`src/rtl/tick_debouncer_pkg.sv`:
```
// Shared timer/counter constants: debouncer FSM state encoding and the
// upstream tick counter's overflow period.
package tick_debouncer_pkg;

  localparam logic [1:0] ST_STABLE_LOW  = 2'b00;
  localparam logic [1:0] ST_PEND_HIGH   = 2'b01;
  localparam logic [1:0] ST_STABLE_HIGH = 2'b11;
  localparam logic [1:0] ST_PEND_LOW    = 2'b10;

  localparam int TICK_DIV   = 26;
  localparam int TICK_CNT_W = $clog2(TICK_DIV);

  // Counter width able to hold 0..n.
  function automatic int cnt_width(input int n);
    return (n < 1) ? 1 : $clog2(n + 1);
  endfunction

endpackage

```
`src/rtl/tick_debouncer_sync.sv`:
```
// Multi-flop synchroniser for an asynchronous single-bit input.
module sync_ff #(
  parameter int   STAGES  = 2,
  parameter logic RST_VAL = 1'b0
) (
  input  logic clk,
  input  logic rst,
  input  logic d,
  output logic q
);

  logic [STAGES-1:0] sr_p0 = {STAGES{RST_VAL}};

  always_ff @(posedge clk) begin
    if (rst) sr_p0 <= {STAGES{RST_VAL}};
    else     sr_p0 <= {sr_p0[STAGES-2:0], d};
  end

  assign q = sr_p0[STAGES-1];

endmodule

```
`src/rtl/tick_debouncer.sv`:
```
// Tick-sampled debouncer: a level change commits only after STABLE_TICKS
// consecutive agreeing tick samples; emits one-cycle rise/fall pulses.
module tick_debouncer
  import tick_debouncer_pkg::*;
#(
  parameter int STABLE_TICKS = 4,
  parameter int SYNC_STAGES  = 2
) (
  input  logic clk,
  input  logic rst,
  input  logic tick,
  input  logic din,
  output logic dout,
  output logic rise,
  output logic fall,
  output logic busy
);

  localparam int            CW       = cnt_width(STABLE_TICKS);
  localparam logic [CW-1:0] CNT_LAST = CW'(STABLE_TICKS);

  logic          samp;
  logic [1:0]    state_p1 = ST_STABLE_LOW;
  logic [CW-1:0] cnt_p1   = '0;
  logic          dout_p1  = 1'b0;
  logic          rise_p1  = 1'b0;
  logic          fall_p1  = 1'b0;
  logic [CW-1:0] cnt_inc;

  // Stage 0: synchronise the raw contact input
  sync_ff #(
    .STAGES  (SYNC_STAGES),
    .RST_VAL (1'b0)
  ) u_sync (
    .clk (clk),
    .rst (rst),
    .d   (din),
    .q   (samp)
  );

  // cnt is zero in both stable states, so the same increment serves the
  // first disagreeing sample (and commits directly when STABLE_TICKS=1).
  assign cnt_inc = cnt_p1 + 1'b1;

  // Stage 1: tick-qualified FSM, counter and registered outputs
  always_ff @(posedge clk) begin
    if (rst) begin
      state_p1 <= ST_STABLE_LOW;
      cnt_p1   <= '0;
      dout_p1  <= 1'b0;
      rise_p1  <= 1'b0;
      fall_p1  <= 1'b0;
    end else begin
      rise_p1 <= 1'b0;
      fall_p1 <= 1'b0;
      if (tick) begin
        case (state_p1)
          ST_STABLE_LOW, ST_PEND_HIGH: begin
            if (samp) begin
              if (cnt_inc == CNT_LAST) begin
                state_p1 <= ST_STABLE_HIGH;
                cnt_p1   <= '0;
                dout_p1  <= 1'b1;
                rise_p1  <= 1'b1;
              end else begin
                state_p1 <= ST_PEND_HIGH;
                cnt_p1   <= cnt_inc;
              end
            end else begin
              state_p1 <= ST_STABLE_LOW;
              cnt_p1   <= '0;
            end
          end
          default: begin
            if (!samp) begin
              if (cnt_inc == CNT_LAST) begin
                state_p1 <= ST_STABLE_LOW;
                cnt_p1   <= '0;
                dout_p1  <= 1'b0;
                fall_p1  <= 1'b1;
              end else begin
                state_p1 <= ST_PEND_LOW;
                cnt_p1   <= cnt_inc;
              end
            end else begin
              state_p1 <= ST_STABLE_HIGH;
              cnt_p1   <= '0;
            end
          end
        endcase
      end
    end
  end

  assign dout = dout_p1;
  assign rise = rise_p1;
  assign fall = fall_p1;
  assign busy = (state_p1 == ST_PEND_HIGH) || (state_p1 == ST_PEND_LOW);

endmodule
```
`config.mk`:
```
export PLATFORM = sky130hd
export DESIGN_NAME = tick_debouncer
export DESIGN_NICKNAME = d
export VERILOG_FILES = /design/src/rtl/tick_debouncer_pkg.sv /design/src/rtl/tick_debouncer_sync.sv /design/src/rtl/tick_debouncer.sv
export SDC_FILE = /design/constraint.sdc
export NUM_CORES = 1
export LEC_CHECK = 0
export BUFFER_PORTS_ARGS = -buffer_cell sky130_fd_sc_hd__buf_2
export CORE_MARGIN = 5
export CORE_UTILIZATION = 40
export DETAILED_ROUTE_END_ITERATION = 8
export PLACE_DENSITY = 0.71
export SYNTH_ARGS = -nofsm -noshare
export SYNTH_HDL_FRONTEND = slang
export SYNTH_SLANG_ARGS = --single-unit
```
`constraint.sdc`:
```
create_clock -name clk -period 2.65 [get_ports clk]
set_input_delay 0.1325 -clock clk [delete_from_list [all_inputs] [get_ports clk]]
set_output_delay 0.1325 -clock clk [all_outputs]
set_load 0.1 [all_outputs]
```
==> results.py <==
metrics = {
    "run_status": {
        "status": "complete, no violations",
    },
    "synth": {
        "synth_area_um2": 523,
        "yosys-top-cells-area": "dfxtp_1 (38%), ha_1 (12%), nor4b_2 (5.7%), nor2b_1 (4.8%), inv_1 (3.6%)",
        "syn_inst": 56,
        "yosysMostFrequentCell": "dfxtp_1",
        "synth_top_cell_by_area": "dfxtp_1",
        "netlist_top_cells_count": "dfxtp_1 (10), ha_1 (5), inv_1 (5)",
        "yosysWarnings": 0,
        "synth_edf_count": 0,
        "async_reset_ff_share_pct": 0,
        "syn_area_per_cell_um2": 9.34,
        "synth_cell_type_count": 25,
        "synth_top_area_share_pct": 38.3,
        "ys_ff_latch": 10,
        "ys.flop_type": "dfxtp_1",
        "synth_nets": 65,
        "yosysSeqAreaShare_pct": 38.3,
    },
    "floorplanning": {
        "die_x_um": 46.2,
        "start_util_pct": 41.2,
        "rows": 13,
        "ios": 8,
        "dieArea_mm2": 0.00213,
        "core_mm2": 0.00127,
        "die_y_um": 46.2,
    },
    "finish": {
        "layout.nets": 75,
        "drive_gt1_share_pct": 23.1,
        "fillerInstances": 127,
        "fin_cells": 80,
        "syn2layout_area_growth_pct": 15.6,
        "insertedDiodeCount": 0,
    },
    "placement": {
        "place_congestion": 0.701,
        "placed_cells": 76,
        "io_buffers": 7,
        "place.detailed.hpwl_um": 661,
    },
    "setup_path": {
        "rrSetupSlack_ps": 980,
        "slowest_delay_ps": 350,
        "path_max_fanout": 3,
        "r2r-start": "state_p1[0]$_SDFFE_PP0P_",
        "crit_path_end_kind": "flip-flop",
        "arrival_ps": 1830,
        "cp.required_ps": 2810,
        "path_class": "flip-flop to flip-flop",
        "critPathLaunchType": "flip-flop",
        "slowest_stage": "dfxtp_1",
        "r2r_cells": 8,
        "r2r_end": "dout$_SDFFE_PP0P_",
        "cp_cell_sequence": "inv_1 -> ha_1 -> nor2_1 -> inv_1 -> ha_1 -> nand2b_1 -> nor3_1 -> o2bb2ai_1",
    },
    "clock_network": {
        "cts.repair.resized": 0,
        "cts_tree": "done",
        "clock_latency_ps": 260,
        "holdBufCountCts": 0,
        "cts_buffers": 3,
        "path_clk_slew_ps": 70,
        "numClockSinks": 10,
        "cts_root_buf": "clkbuf_4",
        "cts_max_path_buffers": 2,
        "h-tree-depth": 1,
        "cts_setup_buffers": 0,
    },
    "grt": {
        "grt_overflow": 0,
        "grt_max_degree": 12,
        "grt_usage_pct": 9.98,
        "grt_pass1_vias": 319,
        "grt_pass1_wl_mm": 1.46,
        "antenna_found_initial": 0,
    },
    "timing": {
        "clock_skew_ps": 1.08,
        "rsz0062_at_grt": "no",
        "setup_viol": 0,
        "timing.final.crit_share_pct": 63.0,
        "final-hold-violation-count": 0,
        "relSlewSlack_pct": 67.9,
        "slew_violations": 0,
        "finalCriticalPeriod_ps": 1670,
        "fmax_ghz": 0.599,
        "worstMarginPinSlew_ps": 485,
        "tns_ps": 0,
    },
    "drt": {
        "route.vias.total": 390,
        "firstDrtPassIters": 2,
        "wirelength_um": 835,
        "routed_via_density": 4.88,
        "drtAntennaViolNets": 0,
        "drtIter0Drc": 2,
        "route.detailed.drc": 0,
        "wl_per_cell_um": 10.4,
    },
    "power_and_ir_drop": {
        "vdd.ir_drop.worst_uv": 295,
        "power_per_cell_area_mw_per_mm2": 569,
        "leakage_uw": 0.000251,
    },
    "min_path": {
        "holdPathStages": 2,
        "min_to": "u_sync.sr_p0[0]$_SDFF_PP0_",
        "min_from": "din",
        "hold_class": "input port to flip-flop",
    },
    "job": {
        "maxCapViolations": 0,
    },
}
## layout make-up
cell class / count / area, µm² / area share (%)
inverter: 5 / 18.8 / 3.11
tap: 15 / 18.8 / 3.11
timing repair buffer: 7 / 35.0 / 5.80
sequential: 10 / 200 / 33.1
multi-input combinational: 39 / 295 / 48.9
clock buffer: 4 / 36.3 / 6.00
## per-stage QoR
step / power, µW / instance area [µm²] / utilization [%] / setup slack [ps] / hold WS, ps
floorplan: 205 / 523 / - / 1150 / 261
detailed placement: 212 / 568 / 44.8 / 985 / 350
finish: 344 / 604 / 47.6 / 981 / 78.2
CTS: 352 / 604 / 47.6 / 977 / 67.7
global placement: 212 / 568 / 44.8 / 1060 / 347
global route: 366 / 604 / 47.6 / 870 / 80.3
## routing by layer
metal / GRT usage (%) / routed length [µm] / up-vias
met5: 0 / 0 / -
met4: 8.52 / 32 / 0
met3: 2.73 / 34 / 5
met2: 14.0 / 369 / 7
met1: 12.3 / 399 / 168
li1: - / - / 210
## cell families after synthesis
| kind of cell | synth area share, % |
|---|---|
| buf+inv | 5.26 |
| flops | 38.3 |
| xor+xnor | 3.35 |
| fa+ha+maj | 12.0 |
| mux | 1.91 |
| compound gates | 14.8 |
| simple gates | 24.4 |
## cells in the final DEF, fill, tap and decap left out
cell type  count
xnor2_1        1
nand3_1        1
mux2i_1        1
nor2_1         3
o221ai_1       1
nor4b_2        2
ha_1           5
nand2b_1       2
xor2_1         1
dfxtp_1       10
a21oi_1        3
nor3_1         2
clkbuf_8       1
nor3_2         1
clkbuf_4       3
a311oi_2       1
buf_2          7
o21a_1         1
and3b_1        1
o21ai_1        2
o21ai_0        1
o2bb2ai_1      1
nand2_1        4
o211ai_1       1
inv_1          5
nor2b_1        4
## where the power goes
group / leakage, µW / total (µW) / switching [µW] / internal, µW
clock: 0.0000210 / 136 / 52.5 / 83.4
sequential: 0.0000815 / 159 / 3.36 / 155
combinational: 0.000148 / 49.4 / 35.5 / 13.8
## sequential cells by signal, indices dropped and copies added, names as in the netlist
register,flops
rise,1
state_p1,2
fall,1
cnt_p1,3
dout,1
u_sync.sr_p0,2
## worst max path at each step
stage,depth (start not counted),from,end
after floorplan,8,state_p1[0]$_SDFFE_PP0P_,dout$_SDFFE_PP0P_
final,8,state_p1[0]$_SDFFE_PP0P_,dout$_SDFFE_PP0P_
after detailed placement,8,state_p1[0]$_SDFFE_PP0P_,dout$_SDFFE_PP0P_
after CTS,8,state_p1[0]$_SDFFE_PP0P_,dout$_SDFFE_PP0P_
after global placement,8,state_p1[0]$_SDFFE_PP0P_,dout$_SDFFE_PP0P_
after global routing,8,state_p1[0]$_SDFFE_PP0P_,dout$_SDFFE_PP0P_
## critical path: cells and delay by family (launching register included)
family,cells,cell delay [ps]
buf+inv,2,120
fa+ha+maj,2,490
flops,1,350
compound gates,1,80
simple gates,3,530
Note: power is estimated with default switching activity, not from simulation.
